--- src/rtl/mem_lsu_pkg.sv ---
// mem_lsu_pkg: shared encodings for the MEM-stage load/store unit.
// Width codes, load/store direction constants and FSM state type.
package mem_lsu_pkg;

  localparam logic [1:0] MEM_W_BYTE = 2'b00;
  localparam logic [1:0] MEM_W_HALF = 2'b01;
  localparam logic [1:0] MEM_W_WORD = 2'b10;

  localparam logic RW_LOAD  = 1'b0;
  localparam logic RW_STORE = 1'b1;

  typedef enum logic [1:0] {
    ST_IDLE = 2'd0,
    ST_REQ  = 2'd1,
    ST_WAIT = 2'd2,
    ST_DONE = 2'd3
  } lsu_state_e;

endpackage

--- src/rtl/mem_load_align.sv ---
// mem_load_align: picks the addressed byte/half out of a 32-bit read word
// and sign- or zero-extends it. Word (and reserved width 11) passes through.
module mem_load_align
  import mem_lsu_pkg::*;
(
  input  logic [31:0] i_rdata,
  input  logic [1:0]  i_addr_lo,
  input  logic [1:0]  i_width,
  input  logic        i_rdtype,
  output logic [31:0] o_data
);

  logic [7:0]  w_byte;
  logic [15:0] w_half;

  // Lane selection: byte by addr[1:0], half by addr[1]
  always_comb begin
    w_byte = i_rdata[7:0];
    case (i_addr_lo)
      2'd0:    w_byte = i_rdata[7:0];
      2'd1:    w_byte = i_rdata[15:8];
      2'd2:    w_byte = i_rdata[23:16];
      default: w_byte = i_rdata[31:24];
    endcase
    w_half = i_addr_lo[1] ? i_rdata[31:16] : i_rdata[15:0];
  end

  // Extension: rdtype=1 zero-extends, rdtype=0 sign-extends
  always_comb begin
    o_data = i_rdata;
    case (i_width)
      MEM_W_BYTE: o_data = i_rdtype ? {24'd0, w_byte} : {{24{w_byte[7]}}, w_byte};
      MEM_W_HALF: o_data = i_rdtype ? {16'd0, w_half} : {{16{w_half[15]}}, w_half};
      default:    o_data = i_rdata;
    endcase
  end

endmodule

--- src/rtl/mem_lsu.sv ---
// mem_lsu: MEM-stage load/store responder between the EX/MEM register,
// the Dcache valid/ready request channel and the MEM/WB register.
// Optional macro MEM_LSU_MISALIGN_TRAP_EN: misaligned half/word accesses
// skip the Dcache, raise mem_misalign_o in DONE and suppress writeback.
module mem_lsu
  import mem_lsu_pkg::*;
#(
  parameter int AW = 32,
  parameter int DW = 32
) (
  input  logic          clk,
  input  logic          rst_n,
  input  logic [DW-1:0] ex_mem_reg_op_c_i,
  input  logic [4:0]    ex_mem_reg_reg_waddr_i,
  input  logic          ex_mem_reg_reg_we_i,
  input  logic          ex_mem_reg_mtype_i,
  input  logic          ex_mem_reg_mem_rw_i,
  input  logic [1:0]    ex_mem_reg_mem_width_i,
  input  logic [DW-1:0] ex_mem_reg_mem_wr_data_i,
  input  logic          ex_mem_reg_mem_rdtype_i,
  input  logic [AW-1:0] ex_mem_reg_mem_addr_i,
  output logic          dc_req_valid_o,
  input  logic          dc_req_ready_i,
  output logic [AW-1:0] dc_req_addr_o,
  output logic          dc_req_we_o,
  output logic [3:0]    dc_req_wstrb_o,
  output logic [DW-1:0] dc_req_wdata_o,
  input  logic          dc_resp_valid_i,
  input  logic [DW-1:0] dc_resp_rdata_i,
  output logic          mem_stall_o,
  output logic [DW-1:0] mem_reg_wdata_o,
  output logic [4:0]    mem_reg_waddr_o,
  output logic          mem_reg_we_o
`ifdef MEM_LSU_MISALIGN_TRAP_EN
  ,
  output logic          mem_misalign_o
`endif
);

  lsu_state_e    r_state;
  lsu_state_e    w_next_state;
  logic          w_req_valid;
  logic          w_is_load;
  logic          w_stall;
  logic [3:0]    w_wstrb;
  logic [DW-1:0] w_wdata;
  logic [DW-1:0] w_load_aligned;
  logic [DW-1:0] r_load_q;

`ifdef MEM_LSU_MISALIGN_TRAP_EN
  logic w_misaligned;
  logic w_misalign_launch;
  logic r_misalign;

  assign w_misaligned =
    ((ex_mem_reg_mem_width_i == MEM_W_HALF) && ex_mem_reg_mem_addr_i[0]) ||
    ((ex_mem_reg_mem_width_i[1] == 1'b1) && (ex_mem_reg_mem_addr_i[1:0] != 2'b00));
`endif

  assign w_is_load = ex_mem_reg_mtype_i && (ex_mem_reg_mem_rw_i == RW_LOAD);

  mem_load_align u_load_align (
    .i_rdata   (dc_resp_rdata_i),
    .i_addr_lo (ex_mem_reg_mem_addr_i[1:0]),
    .i_width   (ex_mem_reg_mem_width_i),
    .i_rdtype  (ex_mem_reg_mem_rdtype_i),
    .o_data    (w_load_aligned)
  );

  // State register; reset drops any outstanding access
  always_ff @(posedge clk or negedge rst_n) begin
    if (!rst_n) r_state <= ST_IDLE;
    else        r_state <= w_next_state;
  end

  // Next-state and request-valid decode
  always_comb begin
    w_next_state = r_state;
    w_req_valid  = 1'b0;
`ifdef MEM_LSU_MISALIGN_TRAP_EN
    w_misalign_launch = 1'b0;
`endif
    case (r_state)
      ST_IDLE: begin
        if (ex_mem_reg_mtype_i) begin
`ifdef MEM_LSU_MISALIGN_TRAP_EN
          if (w_misaligned) begin
            w_misalign_launch = 1'b1;
            w_next_state      = ST_DONE;
          end else begin
            w_req_valid  = 1'b1;
            w_next_state = dc_req_ready_i ? ST_WAIT : ST_REQ;
          end
`else
          w_req_valid  = 1'b1;
          w_next_state = dc_req_ready_i ? ST_WAIT : ST_REQ;
`endif
        end
      end
      ST_REQ: begin
        w_req_valid = 1'b1;
        if (dc_req_ready_i) w_next_state = ST_WAIT;
      end
      ST_WAIT: begin
        if (dc_resp_valid_i) w_next_state = ST_DONE;
      end
      default: begin
        w_next_state = ST_IDLE;
      end
    endcase
  end

  // Load data capture on the response, only while waiting for it
  always_ff @(posedge clk or negedge rst_n) begin
    if (!rst_n) begin
      r_load_q <= '0;
    end else if ((r_state == ST_WAIT) && dc_resp_valid_i &&
                 (ex_mem_reg_mem_rw_i == RW_LOAD)) begin
      r_load_q <= w_load_aligned;
    end
  end

`ifdef MEM_LSU_MISALIGN_TRAP_EN
  // Misalign flag lives exactly in the DONE cycle following the skipped access
  always_ff @(posedge clk or negedge rst_n) begin
    if (!rst_n) r_misalign <= 1'b0;
    else        r_misalign <= w_misalign_launch;
  end

  assign mem_misalign_o = r_misalign;
`endif

  // Store lane replication and byte strobes; loads carry no strobes or data
  always_comb begin
    w_wstrb = 4'b0000;
    w_wdata = '0;
    if (ex_mem_reg_mem_rw_i == RW_STORE) begin
      case (ex_mem_reg_mem_width_i)
        MEM_W_BYTE: begin
          w_wdata = {4{ex_mem_reg_mem_wr_data_i[7:0]}};
          w_wstrb = 4'b0001 << ex_mem_reg_mem_addr_i[1:0];
        end
        MEM_W_HALF: begin
          w_wdata = {2{ex_mem_reg_mem_wr_data_i[15:0]}};
          w_wstrb = 4'b0011 << {ex_mem_reg_mem_addr_i[1], 1'b0};
        end
        default: begin
          w_wdata = ex_mem_reg_mem_wr_data_i;
          w_wstrb = 4'b1111;
        end
      endcase
    end
  end

  assign w_stall = ((r_state == ST_IDLE) && ex_mem_reg_mtype_i) ||
                   (r_state == ST_REQ) || (r_state == ST_WAIT);

  assign dc_req_valid_o = w_req_valid;
  assign dc_req_addr_o  = w_req_valid ? {ex_mem_reg_mem_addr_i[AW-1:2], 2'b00} : '0;
  assign dc_req_we_o    = w_req_valid && (ex_mem_reg_mem_rw_i == RW_STORE);
  assign dc_req_wstrb_o = w_req_valid ? w_wstrb : 4'b0000;
  assign dc_req_wdata_o = w_req_valid ? w_wdata : '0;

  assign mem_stall_o     = w_stall;
  assign mem_reg_wdata_o = w_is_load ? r_load_q : ex_mem_reg_op_c_i;
  assign mem_reg_waddr_o = ex_mem_reg_reg_waddr_i;
`ifdef MEM_LSU_MISALIGN_TRAP_EN
  assign mem_reg_we_o    = ex_mem_reg_reg_we_i && !w_stall && !r_misalign;
`else
  assign mem_reg_we_o    = ex_mem_reg_reg_we_i && !w_stall;
`endif

endmodule

--- config.mk ---
export PLATFORM = sky130hd
export DESIGN_NAME = mem_lsu
export DESIGN_NICKNAME = d
export VERILOG_FILES = /design/src/rtl/mem_lsu_pkg.sv /design/src/rtl/mem_load_align.sv /design/src/rtl/mem_lsu.sv
export SDC_FILE = /design/constraint.sdc
export NUM_CORES = 1
export LEC_CHECK = 0
export CAP_MARGIN = 0
export CORE_UTILIZATION = 35
export CTS_CLUSTER_SIZE = 30
export DETAILED_ROUTE_END_ITERATION = 8
export PLACE_DENSITY_LB_ADDON = 0.2
export SYNTH_ARGS = -nofsm -noshare
export SYNTH_HDL_FRONTEND = slang
export SYNTH_HIERARCHICAL = 1
export SYNTH_SLANG_ARGS = --single-unit
--- constraint.sdc ---
create_clock -name clk -period 2.09 [get_ports clk]
set_clock_uncertainty 0.1 [all_clocks]
set_input_delay 0.209 -clock clk [delete_from_list [all_inputs] [get_ports clk]]
set_output_delay 0.209 -clock clk [all_outputs]
set_load 0.01 [all_outputs]
==> impl_metrics.tcl, run 1 <==
set metrics [dict create \
    status "finished, final reports clean" \
    dieArea_um2 10300 \
    fillers 823 \
    final.min_clock_period_ns 2.08 \
    synth-edff-count 0 \
    syn_area_um2 3460 \
    grt_pass1_wl_um 21600 \
    cp_cell_sequence "inv_2 > ha_4 > a21o_4 > nand2_4 > buf_16 > nor2_1 > dlygate4sd2_1" \
    grt_overflow 0 \
    synth_area_leaders "dfrtp_1 25%, mux2_2 20%, mux2i_1 6.6%, and2_1 5.4%, nand2_1 5.4%" \
    vias 3967 \
    ys_types 35 \
    synth_area_per_cell_um2 8.95 \
    dp.final_hpwl_um 11100 \
    clk_pin_slew_ns 0.07 \
    yosys.area_share.xor_xnor 0 \
    cp-start-kind "register" \
    drt_wl_total_um 14500 \
    die_x_um 101 \
    antenna_found_initial 0 \
    p_leak_nw 2.90 \
    tritoncts "built" \
    clk_latency_ns 0.28 \
    finalMaxSlewViolations 0 \
    drtPass1Iterations 5 \
    ys_seq_area_frac 0.246 \
    yosys.area_share.simple 0.171 \
    max_freq_mhz 481 \
    maxCapViolCount 0 \
    coreArea_um2 9420 \
    tightest_slew_ns 0.781 \
    root_buffer "clkbuf_8" \
    yosysWarnings 6 \
    synth_top_area_frac 0.246 \
    synthAdderAreaFrac 0.0145 \
    regArea_um2 851 \
    syn-instance-count 387 \
    synthMuxAreaShare 0.314 \
    ant_nets 0 \
    io_buffer_count 239 \
    yosysTopAreaCell "dfrtp_1" \
    fin_nets 787 \
    vias_per_cell 5.15 \
    power_density_nw_per_um2 756 \
    rsz0062_at_grt "true" \
    min_period_over_period 0.995 \
    synth_ff_type "dfrtp_1" \
    synthArstFlopShare 1.00 \
    slew_headroom 0.479 \
    drcViolationCount 0 \
    ioPinCount 252 \
    numCtsBuffers 5 \
    grtUsageTotal 0.278 \
    end_kind "output pin" \
    synth_top_family_by_area "multiplexers" \
    grt_start_max_net_pins 35 \
    final-setup-viol-count 0 \
    synthMostInstantiatedCell "mux2_2" \
    peakVddDrop_mv 0.477 \
    multi_input_area_um2 2380 \
    worstPathRequired_ns 1.78 \
    hold_viol 0 \
    cts_buffer_depth 2 \
    finalPower_mw 4.65 \
    layout-area-overhead-vs-synth_pct 77.5 \
    dr.first_iter.drc_count 159 \
    wl_per_cell_um 18.8 \
    critPathSlowestCell "dfrtp_1" \
    worst_path_largest_cell_delay_ns 0.39 \
    synth_compound_area_frac 0.169 \
    arrival_ns 1.77 \
    routabilityCongestion 0.907 \
    die_h_um 101 \
    hp-class "in -> out" \
    yosys-top-cells-count "63 x mux2_2, 50 x nand2_1, 34 x dfrtp_1" \
    drive_gt1_frac 0.312 \
    cp_max_fo 14 \
    diodes 0 \
    worstSetupPathType "reg -> out" \
    whs_ns 0.318 \
    rows 35 \
    cts_sinks 34 \
    grt_pass1_vias 4147 \
    h-tree-depth 2 \
    ys_ff_latch 34 \
    initial_core_util 0.368 \
]
-- final cells by class --
cell class                 instances  share of cell area
clock inverter                     1            0.000814
tap                              129              0.0263
inverter                          11             0.00672
multi-input combinational        300               0.386
sequential                        34               0.138
clock buffer                       7              0.0140
timing repair buffer             288               0.427
-- registers in the layout, indices dropped and copies added, names as in the netlist --
| name | cells |
|---|---|
| r_state | 2 |
| r_load_q | 32 |
-- cell usage in the layout, fill, tap and decap left out, types with 2 or more instances in the layout --
master / instances
mux2_1: 13
conb_1: 2
buf_6: 3
nand2_1: 49
buf_4: 33
o22a_1: 7
nor2b_1: 9
o211ai_1: 7
clkbuf_8: 6
clkinv_1: 2
o21ai_0: 10
nor2_1: 14
o221ai_1: 8
buf_16: 2
buf_12: 8
mux2i_1: 23
buf_2: 42
and2_1: 30
dlygate4sd2_1: 35
mux2_2: 63
a21oi_1: 21
o211ai_2: 10
clkdlybuf4s50_1: 134
a22oi_1: 9
clkdlybuf4s15_1: 13
inv_1: 7
dfrtp_1: 34
ha_1: 2
and3_1: 4
inv_2: 2
clkbuf_2: 15
and3_4: 4
-- worst max-delay path: cells and delay by family, from the launching register on --
kind | cells | cell delay (ns)
fa+ha+maj | 1 | 0.16
buf+inv | 3 | 0.51
simple gates | 2 | 0.18
flops | 1 | 0.39
compound gates | 1 | 0.24
-- report_power, final --
group	internal (mW)	switching (mW)	leakage, nW
Sequential	0.982	0.194	0.419
Clock	0.266	0.241	0.0482
Combinational	1.68	1.28	2.43
Total	2.93	1.72	2.90
-- logic make-up (layout without fill, tap and decap cells) --
group,count (synthesis),in the layout
DFF,34,34
AOI/OAI and AO/OA,77,77
buffers and inverters,54,307
muxes,99,99
other,1,2
and+or+nand+nor,118,118
adders and majority gates,4,4
-- timing repair --
item	4_1_cts	5_1_grt
hold buffers	1	0
hold endpoints to repair	34	0
endpoints found under the setup margin	102	53
gates resized for setup	247	42
pin swaps	1	1
cloned	3	1
buffers inserted	4	0
-- routing by layer --
| metal | GRT usage | share of wire | vias up | wire [um] |
|---|---|---|---|---|
| li1 | - | - | 1861 | - |
| met1 | 0.292 | 0.36 | 1872 | 5180 |
| met2 | 0.527 | 0.53 | 203 | 7680 |
| met3 | 0.0697 | 0.080 | 31 | 1150 |
| met4 | 0.113 | 0.030 | 0 | 433 |
| met5 | 0 | 0 | - | 0 |
-- through the flow --
step / utilization / instances / setup TNS, ns / setup WS [ns] / instance area [um^2]
2_1_floorplan: - / 388 / 0 / 0.246 / 3470
3_3_place_gp: 0.652 / 753 / -11.34 / -0.196 / 6140
3_5_place_dp: 0.652 / 753 / -12.76 / -0.208 / 6140
4_1_cts: 0.654 / 769 / -0.0236 / -0.0216 / 6160
5_1_grt: 0.653 / 770 / -0.123 / -0.0303 / 6150
6_report: 0.653 / 770 / 0 / 0.0111 / 6150
-- worst paths after layout --
check	slack, ns	to	depth (start not counted)	start
min in group asynchronous	0.44	r_load_q[0]	2	rst_n
setup reg to reg	0.12	r_state[0]	6	r_state[0]
hold reg to reg	0.39	r_load_q[17]	1	r_load_q[17]
max in group asynchronous	0.95	r_state[0]	2	rst_n
setup / recovery	0.01	dc_req_wdata_o[17]	7	r_state[0]
hold / removal	0.32	mem_reg_waddr_o[0]	0	ex_mem_reg_reg_waddr_i[0]
Note: power is estimated with default switching activity, not from simulation.
==> run 2, diff against run 1 <==
Settings changed: ABC_AREA set to 1, CORE_UTILIZATION 35 to 36.
==> run 2 against run 1 <==
Effect of this change:
- via count up 21%
- maximum frequency up 1.0%
- combinational power rose by 5%
- sequential share of layout area shrank 0.42 points
- hold slack worse by 0.070 ns
- power is 2.2% higher
- sequential power about the same
- critical path type unchanged
==> impl_metrics.tcl, run 2 <==
set metrics [dict create \
    final.min_clock_period_ns 2.06 \
    final_cells 1019 \
    die_x_um 103 \
    dr.first_iter.drc_count 181 \
    regArea_um2 851 \
    die_h_um 103 \
    end_kind "output pin" \
    seqPwrFrac 0.242 \
    layout_common_cells "228 x nand2_1, 167 x clkdlybuf4s50_1, 100 x inv_1" \
    fin_nets 1032 \
    final-setup-viol-count 0 \
    cp-start-kind "register" \
    worstPathRequired_ns 1.78 \
    p_switching_mw 1.96 \
    syn_area_um2 3670 \
    dieArea_um2 10600 \
    fillers 955 \
    largest_reg_flops 32 \
    h-tree-depth 2 \
    layout-area-overhead-vs-synth_pct 72.8 \
    ys_seq_area_frac 0.232 \
    grt_pass1_wl_um 20700 \
    syn-instance-count 637 \
    ant_nets 0 \
    dp.final_hpwl_um 10800 \
    cts_buffer_depth 2 \
    switching_share 0.412 \
    tightest_slew_ns 0.530 \
    yosys-top-cells-count "229 x nand2_1, 104 x inv_1, 59 x nor2_1" \
    busiest_layer "met2" \
    vias_per_cell 4.69 \
    antenna_found_initial 0 \
    root_buffer "clkbuf_8" \
    grtUsageTotal 0.250 \
    multi_input_area_um2 2240 \
    synthMostInstantiatedCell "nand2_1" \
    critPathLaunch "r_state[0]" \
    arrival_ns 1.75 \
    io_buffer_count 239 \
    min_period_over_period 0.984 \
    worstSetupPathType "reg -> out" \
    synth_top_area_frac 0.234 \
    grt_start_max_net_pins 65 \
    slew_headroom 0.644 \
    synth_ff_type "dfrtp_1" \
    cts_sinks 34 \
    hp-class "in -> async" \
    grt_pass1_vias 4587 \
    yosysWarnings 6 \
    met3_usage 0.0590 \
    cp_max_fo 7 \
    internal-power_mw 2.79 \
    yosysTopAreaCell "nand2_1" \
    hold_viol 0 \
    coreArea_um2 9820 \
    synth-edff-count 0 \
    tritoncts "built" \
    use_met2 0.494 \
    p_leak_nw 3.52 \
    ioPinCount 252 \
    diodes 0 \
    synthArstFlopShare 1.00 \
    drt_wl_total_um 13700 \
    power_density_nw_per_um2 749 \
    routabilityCongestion 0.902 \
    layout_commonest_cell "nand2_1" \
    wl_per_cell_um 13.4 \
    finalMaxSlewViolations 0 \
    drcViolationCount 0 \
    clk_latency_ns 0.28 \
    clkPwrFrac 0.103 \
    max_freq_mhz 486 \
    drive_gt1_frac 0.195 \
    clk_pin_slew_ns 0.07 \
    reg_top3 "r_load_q (32), r_state (2)" \
    initial_core_util 0.374 \
    reg2reg_from "r_state[0]" \
    dp.cells 1004 \
    ys_types 27 \
    synth_area_leaders "nand2_1 23%, dfrtp_1 23%, inv_1 11%, nand3_1 6.5%, nor2_1 6.0%" \
    p_comb_frac 0.655 \
    use_met1 0.266 \
    synth_area_per_cell_um2 5.76 \
    fin_tns_setup_ns 0 \
    status "finished, final reports clean" \
    vias 4781 \
    regMostFlops "r_load_q" \
    peakVddDrop_mv 0.453 \
    maxCapViolCount 0 \
    rows 36 \
    drtPass1Iterations 4 \
    rsz0062_at_grt "true" \
    numCtsBuffers 5 \
    ys_ff_latch 34 \
    grt_overflow 0 \
]
run 2: cell type report:
cell class	count	share of cell area
clock buffer	7	0.0136
clock inverter	1	0.000789
inverter	109	0.0661
multi-input combinational	451	0.353
sequential	34	0.134
tap	133	0.0262
timing repair buffer	284	0.406
run 2: layer usage:
metal  wire length (um)  vias to the layer above
met5                  0                        -
li1                   -                     2431
met2               7180                      189
met1               5100                     2143
met3               1190                       18
met4                183                        0
run 2: through the flow:
stage / hold WS, ns / power (mW) / utilization / cell area [um^2] / setup slack (ns)
2_1_floorplan: -0.187 / 2.46 / - / 3670 / 0.413
3_3_place_gp: 0.318 / 4.00 / 0.641 / 6290 / -0.113
3_5_place_dp: 0.318 / 4.08 / 0.641 / 6290 / -0.156
4_1_cts: 0.261 / 4.74 / 0.652 / 6400 / -0.00336
5_1_grt: 0.280 / 5.14 / 0.646 / 6340 / -0.0408
6_report: 0.248 / 4.75 / 0.646 / 6340 / 0.0325
run 2: worst max-delay path: stages (launching register included):
cell and delay, ns:
dfrtp_1 0.42, inv_2 0.10, ha_4 0.14, nand2_4 0.05, nand2_4 0.11, buf_6 0.13
inv_8 0.05, buf_6 0.11, buf_16 0.13, nor2_1 0.09, buf_2 0.13
run 2: what timing repair did:
| action | CTS | global route |
|---|---|---|
| setup endpoints to repair | 102 | 67 |
| hold buffers | 0 | 0 |
| hold endpoints to repair | 0 | 0 |
| gates resized for setup | 215 | 76 |
| cloned | 4 | 0 |
| setup buffers | 2 | 2 |
| pin swaps | 0 | 4 |
run 2: kinds of logic (layout without fill, tap and decap cells):
group | count (synthesis) | after routing | synth area share
other | 1 | 2 | 0.00102
DFF | 34 | 34 | 0.232
AOI/OAI and AO/OA | 62 | 62 | 0.0921
buffers and inverters | 153 | 401 | 0.191
and+or+nand+nor | 383 | 383 | 0.470
adders and majority gates | 4 | 4 | 0.0136
run 2: path summary, 6_finish.rpt:
check | depth (start not counted) | slack [ns] | endpoint
max | 10 | 0.03 | dc_req_addr_o[25]
min | 2 | 0.25 | r_load_q[17]
max reg2reg | 8 | 0.44 | r_load_q[27]
min reg2reg | 2 | 0.39 | r_load_q[18]
max in group asynchronous | 2 | 1.33 | r_load_q[2]
min in group clk | 0 | 0.32 | mem_reg_waddr_o[0]
run 2: power groups by stage:
| stage | logic (mW) | registers [mW] | clock network [mW] |
|---|---|---|---|
| 2_1_floorplan | 1.37 | 1.09 | 0 |
| 3_3_place_gp | 2.86 | 1.14 | 0 |
| 3_5_place_dp | 2.93 | 1.15 | 0 |
| 4_1_cts | 3.10 | 1.14 | 0.499 |
| 5_1_grt | 3.43 | 1.18 | 0.533 |
| 6_report | 3.11 | 1.15 | 0.488 |
